<file path="config.mk">
export PLATFORM = sky130hd
export DESIGN_NAME = oc8051_fetch_queue
export DESIGN_NICKNAME = d
export VERILOG_FILES = /design/src/rtl/oc8051_fetch_queue.sv
export SDC_FILE = /design/constraint.sdc
export NUM_CORES = 1
export LEC_CHECK = 0
export BUFFER_PORTS_ARGS = -buffer_cell sky130_fd_sc_hd__buf_2
export CAP_MARGIN = 40
export CORE_MARGIN = 1.5
export CORE_UTILIZATION = 45
export CTS_CLUSTER_DIAMETER = 80
export DETAILED_ROUTE_END_ITERATION = 8
export GPL_TIMING_DRIVEN = 0
export PLACE_DENSITY = 0.67
export SYNTH_ARGS = -nofsm -noshare
export SYNTH_HDL_FRONTEND = slang
export SYNTH_SLANG_ARGS = --single-unit
</file>
<file path="constraint.sdc">
create_clock -name clk -period 4.4 [get_ports clk]
set_clock_uncertainty 0.1 [all_clocks]
set_input_delay 0.22 -clock clk [delete_from_list [all_inputs] [get_ports clk]]
set_output_delay 0.22 -clock clk [all_outputs]
set_load 0.01 [all_outputs]
</file>
<file path="src/rtl/oc8051_fetch_queue.sv">
// Instruction-byte prefetch queue for the 8051 core: streams code ROM bytes into a
// circular buffer and presents a four-byte window at the current code address.
module oc8051_fetch_queue #(
    parameter int QDEPTH   = 8,
    parameter int ROM_SIZE = 10000
) (
    input  logic        clk,
    input  logic        rst,
    output logic [15:0] cxrom_addr,
    input  logic [31:0] cxrom_data_in,
    input  logic        redirect,
    input  logic [15:0] redirect_pc,
    input  logic [1:0]  consume,
    output logic [31:0] win_data,
    output logic [2:0]  win_cnt,
    output logic [15:0] win_pc,
    output logic        err
);

    localparam int PW = $clog2(QDEPTH);
    localparam int LW = PW + 1;
    localparam logic [16:0] ROM_LIM = 17'(ROM_SIZE);

    logic [15:0]   fetch_ptr_q, fetch_ptr_d;
    logic [15:0]   win_pc_q, win_pc_d;
    logic [PW-1:0] rd_ptr_q, rd_ptr_d;
    logic [PW-1:0] wr_ptr_q, wr_ptr_d;
    logic [LW-1:0] level_q, level_d;
    logic          err_q, err_d;
    logic [7:0]    fifo_q [QDEPTH];
    logic [7:0]    fifo_d [QDEPTH];

    logic [2:0]    win_cnt_c;
    logic [16:0]   rom_left;
    logic          push_ok;
    logic          over_consume;
    logic [2:0]    push_cnt;
    logic [2:0]    retire_cnt;

    // Push needs room for a full word; the ROM tail may supply fewer than four bytes.
    always_comb begin
        win_cnt_c    = (level_q >= LW'(4)) ? 3'd4 : level_q[2:0];
        rom_left     = ROM_LIM - {1'b0, fetch_ptr_q};
        push_ok      = !redirect && (level_q <= LW'(QDEPTH - 4)) && ({1'b0, fetch_ptr_q} < ROM_LIM);
        over_consume = !redirect && ({1'b0, consume} > win_cnt_c);
        push_cnt     = 3'd0;
        if (push_ok) begin
            push_cnt = (rom_left >= 17'd4) ? 3'd4 : rom_left[2:0];
        end
        retire_cnt = 3'd0;
        if (!redirect) begin
            retire_cnt = over_consume ? win_cnt_c : {1'b0, consume};
        end
    end

    always_comb begin
        fifo_d      = fifo_q;
        fetch_ptr_d = fetch_ptr_q + {13'd0, push_cnt};
        wr_ptr_d    = wr_ptr_q + PW'(push_cnt);
        rd_ptr_d    = rd_ptr_q + PW'(retire_cnt);
        win_pc_d    = win_pc_q + {13'd0, retire_cnt};
        level_d     = level_q + LW'(push_cnt) - LW'(retire_cnt);
        err_d       = err_q | over_consume;
        for (int i = 0; i < 4; i++) begin
            if (3'(i) < push_cnt) begin
                fifo_d[wr_ptr_q + PW'(i)] = cxrom_data_in[8*i +: 8];
            end
        end
        if (redirect) begin
            fetch_ptr_d = redirect_pc;
            win_pc_d    = redirect_pc;
            wr_ptr_d    = '0;
            rd_ptr_d    = '0;
            level_d     = '0;
        end
    end

    always_ff @(posedge clk) begin
        if (rst) begin
            fetch_ptr_q <= 16'h0000;
            win_pc_q    <= 16'h0000;
            rd_ptr_q    <= '0;
            wr_ptr_q    <= '0;
            level_q     <= '0;
            err_q       <= 1'b0;
        end else begin
            fetch_ptr_q <= fetch_ptr_d;
            win_pc_q    <= win_pc_d;
            rd_ptr_q    <= rd_ptr_d;
            wr_ptr_q    <= wr_ptr_d;
            level_q     <= level_d;
            err_q       <= err_d;
        end
    end

    // Storage needs no reset; the level counter alone decides which entries are valid.
    always_ff @(posedge clk) begin
        fifo_q <= fifo_d;
    end

    always_comb begin
        win_data = 32'h0000_0000;
        for (int i = 0; i < 4; i++) begin
            if (3'(i) < win_cnt_c) begin
                win_data[8*i +: 8] = fifo_q[rd_ptr_q + PW'(i)];
            end
        end
    end

    assign cxrom_addr = fetch_ptr_q;
    assign win_cnt    = win_cnt_c;
    assign win_pc     = win_pc_q;
    assign err        = err_q;

endmodule

</file>
* Yosys cells after proc, flatten, opt, wreduce, memory -nomap -nowiden
Cells that the tools add are included.
** Operators by class
- Mux-type cells :: 39
- Bitwise gates (word level) :: 9
- Reduce and logical (&&, ||, !) cells :: 9
- Order comparisons :: 25
- $add $sub $neg :: 13
** Operator list (count)
- $bwmux 64 :: 4
- $mux 64 :: 4
- $mux 8 :: 16
- $bmux 8 s3 :: 4
- $demux 8 s3 :: 4
- $add 16x3->16 :: 2
- $ge 4x4->1 const B :: 8
- $mux 16 :: 2
- $not 3->4 :: 8
- $ge 17x3->1 const B :: 1
- $sub 14x16->17 const A :: 1
- $lt 16x14->1 const B :: 1
- $lt 4x1->1 const B :: 4
- $mux 3 :: 5
- $add 3x2->3 const B :: 4
- $lt 1x3->1 const A :: 4
- $lt 2x3->1 const A :: 4
- $logic_and 1x1->1 :: 7
- $add 3x1->3 const B :: 2
- $add 3x3->3 :: 2
- $add 4x3->4 :: 1
- $ge 4x3->1 const B :: 1
- $le 4x3->1 const B :: 1
- $sub 4x3->4 :: 1
- 4 further kinds :: 4
** Storage, ports and cells
- Output and inout port bits :: 68
- Logic and storage cells :: 109
- Flip-flop bits (word level) :: 107
- Bits of input ports :: 53

* Longest topological paths before layout
Gate-level depths: netlist of the first run.
- Word-level depth :: 13
- Mapped depth :: 20

* Least setup slack after synthesis of the first run
OpenSTA, ideal clock, no wires.
- Kind :: reg2reg
- From :: register fetch_ptr_q[3] (netlist: cxrom_addr[3])
- To :: register fetch_ptr_q[10] (netlist: cxrom_addr[10])
- Data arrival time :: 4090 ps
- Stages on the path, launching flop included :: 17
- Path slack :: 74 ps
- Cells stage by stage :: dfxtp_1 buf_2 or4_1 clkbuf_1 or4_4 a2111oi_2 nor2_1 buf_4 nor4_1 ha_1 inv_1 fa_1 nand2_1 o211ai_1 a211oi_1 xnor2_1 a21boi_0
** On the way
- Longest elaborated chain between the ends :: 6
- Elaborated cells on any way between the ends :: 8
- Classes of those cells :: 2 x add/sub; 2 x order compare; 3 x mux; 1 x reduce/logical
** RTL lines
- start: declaration :: RTL line 24 : logic [15:0] fetch_ptr_q, fetch_ptr_d;
- start signal: assignment :: RTL line 87 : fetch_ptr_q <= fetch_ptr_d;
- $sub 14x16->17 :: RTL line 43 : rom_left = ROM_LIM - {1'b0, fetch_ptr_q};
- $ge 17x3->1 :: RTL line 48 : push_cnt = (rom_left >= 17'd4) ? 3'd4 : rom_left[2:0];
- $mux 3 :: RTL line 48
- $mux 3 :: RTL line 47 : if (push_ok) begin
- $add 16x3->16 * :: RTL line 58 : fetch_ptr_d = fetch_ptr_q + {13'd0, push_cnt};
- $mux 16 * :: RTL line 69 : if (redirect) begin
Mark *: on every way between the ends. The rest lies on a longest branch, timed or not.
A chain may end at the register's enable or synchronous reset.

==> results.sh, run 1 <==
export IMPL_initial_core_util=0.4568
export IMPL_final_cell_mix="buf_2 (115), dfxtp_1 (105), nor2_1 (104)"
export IMPL_period_share=0.9682
export IMPL_pwr_density_cell_nw_per_um2=429.6
export IMPL_grt_pass1_vias=8722
export IMPL_final_common_cell="buf_2"
export IMPL_cts_num_sinks=107
export IMPL_wl_per_cell_um=22.52
export IMPL_reg2reg_depth=12
export IMPL_yosysSeqAreaShare=0.2425
export IMPL_cp_slowest_cell="or4_4"
export IMPL_cp_depth=12
export IMPL_viasPerCell=6.395
export IMPL_wirelength_mm=32.28
export IMPL_worst_pin_slew_ps=877.6
export IMPL_critical_path_startpoint="cxrom_addr[3]"
export IMPL_p_seq_frac=0.403
export IMPL_rr_endpoint="fifo_q[54]"
export IMPL_gp_congestion=0.9647
export IMPL_synth_cell_types=67
export IMPL_ys_top_cells_by_area="dfxtp_1 (24%), mux4_2 (12%), a22oi_1 (5.5%)"
export IMPL_grt_pass1_wl_mm=49.40
export IMPL_n_antenna_cell=0
export IMPL_crit_arrival_ps=4400
export IMPL_synth_area_per_cell_um2=8.517
export IMPL_max_stage_delay_ps=540
export IMPL_worst_path_buf_inv=4
export IMPL_drv_cap=0
export IMPL_cts_path_max_buffers=2
export IMPL_syn_nets=1116
export IMPL_dp_hpwl_mm=25.19
export IMPL_remaining_drc_errors=0
export IMPL_rows=51
export IMPL_required_ps=4540
export IMPL_worstSkewPairLatency_ps=370
export IMPL_tns_ps=0
export IMPL_placed_cell_area_um2=9714
export IMPL_switching_power_mw=1.691
export IMPL_drtAntennaViolNets=0
export IMPL_setup_ws_ps=139.7
export IMPL_rsz0062_at_grt="no"
export IMPL_ios=121
export IMPL_ir_drop_v=0.0002162
export IMPL_drive_above_1_share=0.2063
export IMPL_synth_edf_count=0
export IMPL_fin_total_pwr_mw=4.397
export IMPL_status="finished clean"
export IMPL_dieArea_um2=20480
export IMPL_crit_type="reg -> reg"
export IMPL_grt_max_degree=18
export IMPL_path_max_fanout=10
export IMPL_cp_end_kind="register"
export IMPL_vias=9164
export IMPL_slew_limit_headroom=0.4149
export IMPL_max_freq_mhz=234.7
export IMPL_grt_overflow=0
export IMPL_final_area_um2=10240
export IMPL_final_setup_viol_count=0
export IMPL_cts_root_buf="clkbuf_16"
export IMPL_sw_frac_of_total=0.3844
export IMPL_nets=1242
export IMPL_synth_top_area_cell="dfxtp_1"
export IMPL_place_inst=1412
export IMPL_clkPwrFrac=0.221
export IMPL_power_share_combinational=0.376
export IMPL_ys_ff_latch=107
export IMPL_dr_pass1_iters=6
export IMPL_syn_area_um2=8832
export IMPL_crit_top_cell="or4_4"
export IMPL_start_kind="register"
export IMPL_hold_path_class="in -> reg"
export IMPL_syn_inst=1037
export IMPL_grt_usage=0.3166
export IMPL_final_core_util=0.5295
export IMPL_core_area_um2=19330
export IMPL_cp_cell_sequence="clkbuf_4 -> or4_4 -> or4_4 -> a2111oi_4 -> o2111ai_4 -> buf_4 -> nor4_2 -> nor3_1 -> buf_2 -> clkbuf_1 -> a221oi_1 -> o31ai_1"
export IMPL_nFillCells=1879
export IMPL_drt_iter0_drc=810
export IMPL_r2r_setup_slack_ps=140
export IMPL_cts_htree_levels=3
export IMPL_endpoint="fifo_q[54]"
export IMPL_grt_antenna_before_repair=0
export IMPL_fin_hold_ws_ps=32.27
export IMPL_power_leakage_nw=3.779
export IMPL_final_hold_violation_count=0
export IMPL_clkSlewWorstSetupHoldPaths_ps=70
export IMPL_synth_top_area_frac=0.2425
export IMPL_yosysWarningCount=0
export IMPL_yosys_most_used_dff="dfxtp_1"
export IMPL_critical_path_top_delay_family="simple AND/OR/NAND/NOR gates"
export IMPL_syn2layout_area_growth_pct=15.91
export IMPL_fp_dieH_um=143.1
export IMPL_instances_no_fill=1433
export IMPL_p_int_mw=2.707
export IMPL_cts_inserted_buffers=9
export IMPL_timing_rr_start="cxrom_addr[3]"
export IMPL_pre_cts_ws_ps=-824.9
export IMPL_die_w_um=143.1
export IMPL_cts_tree="built"
export IMPL_synthArstFlopShare=0
export IMPL_io_buffers=104
export IMPL_drv_slew=0
export IMPL_min_period_ps=4260
how the worst min path moves through the flow:
stage / from / to / cells after the start
finish: redirect_pc[0] / win_pc[0] / 3
global route: redirect_pc[3] / win_pc[3] / 3
CTS: redirect_pc[3] / cxrom_addr[3] / 3
detailed placement: err / err / 2
global placement: err / err / 2
floorplan: redirect_pc[0] / cxrom_addr[0] / 2
cell type report:
| type | count | area, um2 | area share |
|---|---|---|---|
| Buffer | 86 | 349.1 | 0.03410 |
| Clock buffer | 10 | 239.0 | 0.02334 |
| Clock inverter | 6 | 111.4 | 0.01088 |
| Inverter | 47 | 176.4 | 0.01723 |
| Multi-Input combinational cell | 796 | 6285 | 0.6139 |
| Sequential cell | 107 | 2147 | 0.2097 |
| Tap cell | 265 | 331.6 | 0.03239 |
| Timing Repair Buffer | 116 | 598.1 | 0.05842 |
worst reg2reg max path, stage by stage, from the launching register on:
cell	delay, ps
dfxtp_1	320
clkbuf_4	180
or4_4	540
or4_4	480
a2111oi_4	410
o2111ai_4	230
buf_4	220
nor4_2	430
nor3_1	130
buf_2	210
clkbuf_1	360
a221oi_1	400
o31ai_1	120
metal layers:
layer  part of all wire  vias up  track usage  wire [um]
met1               0.42     4388       0.4408      13700
met4              0.025        0      0.09984        791
li1                   -     4184            -          -
met3               0.11       66      0.08484       3702
met2               0.44      526       0.4755      14080
met5                  0        -            0          0
timing repair:
item	CTS	global route
pin swaps	5	7
hold buffers	0	0
buffers inserted	5	1
gates resized for setup	17	22
endpoints found under the setup margin	27	68
power groups by stage:
| stage | combinational (mW) | sequential, mW | clock (mW) |
|---|---|---|---|
| final | 1.65 | 1.77 | 0.973 |
| after detailed placement | 1.61 | 1.74 | 0 |
| after floorplan | 1.23 | 1.50 | 0 |
| after global placement | 1.58 | 1.72 | 0 |
| after CTS | 1.63 | 1.72 | 0.977 |
| after global routing | 1.80 | 1.79 | 1.01 |
registers in the layout, indices dropped and copies added (netlist names):
register and count:
fifo_q 64, level_q 4, win_pc 16, cxrom_addr 16, wr_ptr_q 3, err 1
rd_ptr_q 3
cells in the mapped netlist (9+ instances only):
| cell | n |
|---|---|
| nand2b_1 | 9 |
| a21oi_1 | 41 |
| inv_1 | 46 |
| nor3_1 | 13 |
| dfxtp_1 | 107 |
| nor4_1 | 9 |
| a21boi_0 | 25 |
| xnor2_1 | 25 |
| nor2b_1 | 11 |
| a221oi_1 | 39 |
| ha_1 | 19 |
| o21ai_1 | 25 |
| and2_1 | 19 |
| a21o_1 | 9 |
| clkbuf_1 | 41 |
| a22oi_1 | 65 |
| nand2_1 | 47 |
| o31ai_1 | 25 |
| xor2_1 | 15 |
| nand3_1 | 18 |
| and3_1 | 9 |
| a211oi_1 | 26 |
| mux2i_1 | 34 |
| mux4_2 | 49 |
| o21ai_0 | 55 |
| nor2_1 | 106 |
| buf_1 | 37 |
| o21bai_1 | 13 |
cell families after synthesis:
logic type,after synthesis,share of synthesized area
AO/OA/AOI/OAI,363,0.2918
XOR/XNOR,40,0.03967
adder cells (fa/ha/maj),26,0.04278
buffers and inverters,134,0.05851
flip-flops,107,0.2425
multiplexers,88,0.1699
other,2,0.0008503
AND/OR/NAND/NOR,277,0.1540
Note: power is estimated with default switching activity, not from simulation.
==> run 2, diff against run 1 <==
--- a/config.mk
+++ b/config.mk
@@ -11,7 +11,7 @@
 export CORE_UTILIZATION = 45
 export CTS_CLUSTER_DIAMETER = 80
 export DETAILED_ROUTE_END_ITERATION = 8
-export GPL_TIMING_DRIVEN = 0
+export GPL_ROUTABILITY_DRIVEN = 0
 export PLACE_DENSITY = 0.67
 export SYNTH_ARGS = -nofsm -noshare
 export SYNTH_HDL_FRONTEND = slang
==> results.sh, run 2 (synthesis results as in run 1) <==
export IMPL_wl_met2_mm=12.85
export IMPL_syn2layout_area_growth_pct=14.29
export IMPL_ir_drop_v=0.0002181
export IMPL_largest_register_ffs=64
export IMPL_slew_limit_headroom=0.4310
export IMPL_drtAntennaViolNets=0
export IMPL_final_common_cell="buf_2"
export IMPL_remaining_drc_errors=0
export IMPL_required_ps=4560
export IMPL_crit_type="reg -> reg"
export IMPL_seq_area_um2=2145
export IMPL_final_setup_viol_count=0
export IMPL_core_area_um2=19330
export IMPL_cts_htree_levels=3
export IMPL_drt_iter0_drc=1090
export IMPL_ios=121
export IMPL_wl_met3_mm=3.705
export IMPL_status="finished clean"
export IMPL_final_hold_violation_count=0
export IMPL_initial_core_util=0.4568
export IMPL_drv_slew=0
export IMPL_largest_register="fifo_q"
export IMPL_nets=1199
export IMPL_grt_pass1_wl_mm=47.15
export IMPL_clkSlewWorstSetupHoldPaths_ps=80
export IMPL_die_w_um=143.1
export IMPL_worst_path_buf_inv=1
export IMPL_rsz0062_at_grt="no"
export IMPL_worst_pin_slew_ps=853.5
export IMPL_topRoutingLayerUsed="met4"
export IMPL_worstSkewPairLatency_ps=370
export IMPL_cp_end_kind="register"
export IMPL_drive_above_1_share=0.2284
export IMPL_cp_slowest_cell="fa_1"
export IMPL_place_inst=1374
export IMPL_fin_total_pwr_mw=4.265
export IMPL_cts_root_buf="clkbuf_16"
export IMPL_p_int_mw=2.615
export IMPL_nFillCells=1845
export IMPL_wl_per_cell_um=21.99
export IMPL_p_seq_frac=0.412
export IMPL_drv_cap=0
export IMPL_period_share=0.9336
export IMPL_tns_ps=0
export IMPL_pwr_density_cell_nw_per_um2=422.5
export IMPL_grt_overflow=0
export IMPL_start_kind="register"
export IMPL_cts_inserted_buffers=9
export IMPL_final_core_util=0.5221
export IMPL_power_leakage_nw=3.818
export IMPL_max_freq_mhz=243.4
export IMPL_crit_top_cell="nor2_1"
export IMPL_wirelength_mm=30.56
export IMPL_power_share_combinational=0.385
export IMPL_switching_power_mw=1.649
export IMPL_grt_pass1_vias=8306
export IMPL_grt_antenna_before_repair=0
export IMPL_dp_hpwl_mm=22.90
export IMPL_crit_arrival_ps=4270
export IMPL_instances_no_fill=1390
export IMPL_min_period_ps=4108
export IMPL_wl_met1_mm=13.14
export IMPL_path_max_fanout=4
export IMPL_cts_path_max_buffers=2
export IMPL_clkPwrFrac=0.203
export IMPL_critical_path_top_delay_family="simple AND/OR/NAND/NOR gates"
export IMPL_grt_max_degree=36
export IMPL_hold_path_class="in -> reg"
export IMPL_fp_dieH_um=143.1
export IMPL_multiInputGateArea_um2=6248
export IMPL_cp_cell_sequence="or4_1 -> or4_4 -> a2111oi_4 -> o2111ai_4 -> nor2_1 -> nand3_1 -> fa_1 -> inv_1 -> ha_1 -> a21o_1 -> a21oi_1 -> xnor2_1 -> nor2_1"
export IMPL_cts_num_sinks=107
export IMPL_placed_cell_area_um2=9721
export IMPL_cts_tree="built"
export IMPL_rows=51
export IMPL_vias=9004
export IMPL_sw_frac_of_total=0.3867
export IMPL_max_stage_delay_ps=630
export IMPL_io_buffers=120
export IMPL_final_area_um2=10090
export IMPL_grt_usage=0.2991
export IMPL_final_cell_mix="buf_2 (122), dfxtp_1 (105), nor2_1 (104)"
export IMPL_n_antenna_cell=0
export IMPL_dieArea_um2=20480
export IMPL_dr_pass1_iters=6
export IMPL_viasPerCell=6.478
## run 2: cell count changes in the layout (fill, tap and decap cells not counted), moves of 3 or more
cell,delta
a21oi_1,+3
a21oi_2,-3
buf_1,-37
buf_4,+30
clkbuf_2,-3
buf_2,+7
clkbuf_1,-36
## run 2: final timing paths
kind	start	endpoint	slack, ps	depth (start not counted)
hold reg to reg	err	err	350	2
setup / recovery	cxrom_addr[2]	level_q[3]	290	13
setup reg to reg	cxrom_addr[2]	level_q[3]	290	13
hold / removal	redirect_pc[3]	win_pc[3]	40	3
## run 2: timing repair
action	CTS	global route
resized for setup	0	13
buffers inserted	0	0
endpoints found under the setup margin	0	17
hold buffers	0	0
endpoints found under the hold margin	0	0
## run 2: tightest hold or removal path, delay by kind of cell
family	cells	cell delay, ps
compound gates	1	60
buf+inv	1	100
simple gates	1	80
## run 2: final cells by class
type | instances | area share
inverters | 47 | 0.01748
clock buffers | 12 | 0.02541
flip-flops and latches | 107 | 0.2124
well taps | 265 | 0.03285
multi-input cells | 796 | 0.6190
clock inverters | 4 | 0.004834
repair buffers | 159 | 0.08800
## run 2: power by group through the flow
stage	combinational [mW]	sequential [mW]	clock, mW
finish	1.64	1.76	0.865
global route	1.80	1.78	0.897
CTS	1.62	1.71	0.865
detailed placement	1.62	1.73	0
global placement	1.60	1.71	0
floorplan	1.23	1.50	0
## run 2: metal layers
| metal | GRT usage | vias up |
|---|---|---|
| met1 | 0.4235 | 4240 |
| met4 | 0.1080 | 0 |
| li1 | - | 4109 |
| met2 | 0.4256 | 577 |
| met5 | 0 | - |
| met3 | 0.09121 | 78 |
## run 2: through the flow
step           hold WS [ps]  setup slack, ps
5_1_grt               72.04            16.27
3_5_place_dp          340.7            76.48
6_report              36.10            292.3
4_1_cts               38.33            41.77
2_1_floorplan         286.5            73.86
3_3_place_gp          337.6            271.2
==> run 3, diff against run 2 <==
--- a/config.mk
+++ b/config.mk
@@ -8,11 +8,11 @@
 export BUFFER_PORTS_ARGS = -buffer_cell sky130_fd_sc_hd__buf_2
 export CAP_MARGIN = 40
 export CORE_MARGIN = 1.5
-export CORE_UTILIZATION = 45
+export CORE_UTILIZATION = 54
 export CTS_CLUSTER_DIAMETER = 80
 export DETAILED_ROUTE_END_ITERATION = 8
 export GPL_ROUTABILITY_DRIVEN = 0
-export PLACE_DENSITY = 0.67
+export PLACE_DENSITY = 0.79
 export SYNTH_ARGS = -nofsm -noshare
 export SYNTH_HDL_FRONTEND = slang
 export SYNTH_SLANG_ARGS = --single-unit
==> results.sh, run 3 (synthesis results as in run 1) <==
export IMPL_post_cts_repair_setup_buffers=0
export IMPL_wirelength_mm=29.63
export IMPL_max_freq_mhz=241.2
export IMPL_cts_path_max_buffers=2
export IMPL_tns_ps=0
export IMPL_io_buffers=120
export IMPL_critical_path_startpoint="cxrom_addr[1]"
export IMPL_wl_per_cell_um=22.16
export IMPL_power_leakage_nw=3.796
export IMPL_drv_slew=0
export IMPL_remaining_drc_errors=0
export IMPL_crit_type="reg -> reg"
export IMPL_final_setup_viol_count=0
export IMPL_final_area_um2=9991
export IMPL_drive_above_1_share=0.2221
export IMPL_drtAntennaViolNets=0
export IMPL_initial_core_util=0.5540
export IMPL_hold_path_class="in -> reg"
export IMPL_grt_antenna_before_repair=0
export IMPL_cts_tree="built"
export IMPL_drv_cap=0
export IMPL_dp_hpwl_mm=22.09
export IMPL_worst_pin_slew_ps=929.9
export IMPL_status="finished clean"
export IMPL_placed_cell_area_um2=9622
export IMPL_viasPerCell=6.788
export IMPL_nets=1195
export IMPL_cp_end_kind="register"
export IMPL_reg2reg_depth=15
export IMPL_pwr_density_cell_nw_per_um2=432.8
export IMPL_ios=121
export IMPL_seq_area_um2=2146
export IMPL_path_max_fanout=7
export IMPL_holdCritStartpoint="redirect_pc[3]"
export IMPL_final_hold_violation_count=0
export IMPL_clkSlewWorstSetupHoldPaths_ps=70
export IMPL_min_period_ps=4145
export IMPL_final_common_cell="buf_2"
export IMPL_rsz0062_at_grt="no"
export IMPL_fin_hold_ws_ps=49.32
export IMPL_n_antenna_cell=0
export IMPL_dr_pass1_iters=7
export IMPL_syn2layout_area_growth_pct=13.12
export IMPL_largest_register="fifo_q"
export IMPL_cts_root_buf="clkbuf_16"
export IMPL_crit_arrival_ps=4300
export IMPL_worstSkewPairLatency_ps=360
export IMPL_holdPathStages=3
export IMPL_slew_limit_headroom=0.3778
export IMPL_dieArea_um2=17130
export IMPL_cts_num_sinks=107
export IMPL_grt_pass1_wl_mm=45.42
export IMPL_cts_inserted_buffers=9
export IMPL_start_kind="register"
export IMPL_drt_iter0_drc=1278
export IMPL_ir_drop_v=0.0002012
export IMPL_final_core_util=0.6267
export IMPL_die_w_um=130.9
export IMPL_timing_rr_start="cxrom_addr[1]"
export IMPL_grt_overflow=0
export IMPL_grt_pass1_vias=8276
export IMPL_grt_usage=0.3458
export IMPL_fp_dieH_um=130.9
export IMPL_largest_register_ffs=64
export IMPL_nFillCells=1377
export IMPL_final_cell_mix="buf_2 (123), nor2_1 (105), dfxtp_1 (104)"
export IMPL_period_share=0.9422
export IMPL_rows=46
export IMPL_vias=9076
export IMPL_grt_max_degree=34
export IMPL_core_area_um2=15940
export IMPL_required_ps=4550
export IMPL_multiInputGateArea_um2=6213
export IMPL_cts_htree_levels=3
-- run 3: cell types whose count changed in the layout (fill, tap and decap cells not counted), sizes merged --
cell,change
clkbuf,+1
buf,-4
clkinv,-3
bufinv,+1
inv,+1
-- run 3: repair_timing --
action	CTS	global route
endpoints found under the setup margin	0	16
hold buffers	0	0
gates resized for setup	0	9
-- run 3: worst paths after layout --
kind | endpoint | slack (ps)
max | level_q[3] | 250
min | win_pc[3] | 50
max reg2reg | level_q[3] | 250
min reg2reg | err | 350
-- run 3: critical path: stages, from the launching register on --
cell and delay [ps]:
dfxtp_2 350, inv_1 130, ha_1 230, or3b_2 510, a211oi_1 350, and4_1 310
o2111ai_4 170, nor2_1 160, nand3_2 190, fa_1 620, inv_1 60, ha_1 290
a21o_1 160, a21oi_1 210, xnor2_1 160, nor2_1 50
-- run 3: final cells by class --
type	instances	share of cell area
clock buffer	13	0.02605
multi-input combinational	796	0.6219
timing repair buffer	155	0.08566
inverter	47	0.01766
tap	216	0.02705
clock inverter	3	0.006888
sequential	107	0.2148
-- run 3: power breakdown --
group | total [mW] | switching (mW) | internal [mW]
sequential | 1.76 | 0.499 | 1.26
combinational | 1.65 | 0.774 | 0.872
clock | 0.916 | 0.382 | 0.533
-- run 3: layer usage --
metal | global-route usage | vias to the layer above | wire length, um
li1 | - | 4086 | -
met2 | 0.5170 | 638 | 12850
met5 | 0 | - | 0
met1 | 0.4760 | 4253 | 12090
met3 | 0.1148 | 99 | 3936
met4 | 0.1034 | 0 | 761
-- run 3: through the flow --
step / std cells / setup slack, ps / total power, mW
after floorplan: 1037 / 73.86 / 2.723
after global placement: 1318 / 247.8 / 3.255
after detailed placement: 1321 / 135.0 / 3.333
after CTS: 1337 / 88.24 / 4.237
after global routing: 1337 / 0.4774 / 4.521
final: 1337 / 254.5 / 4.324
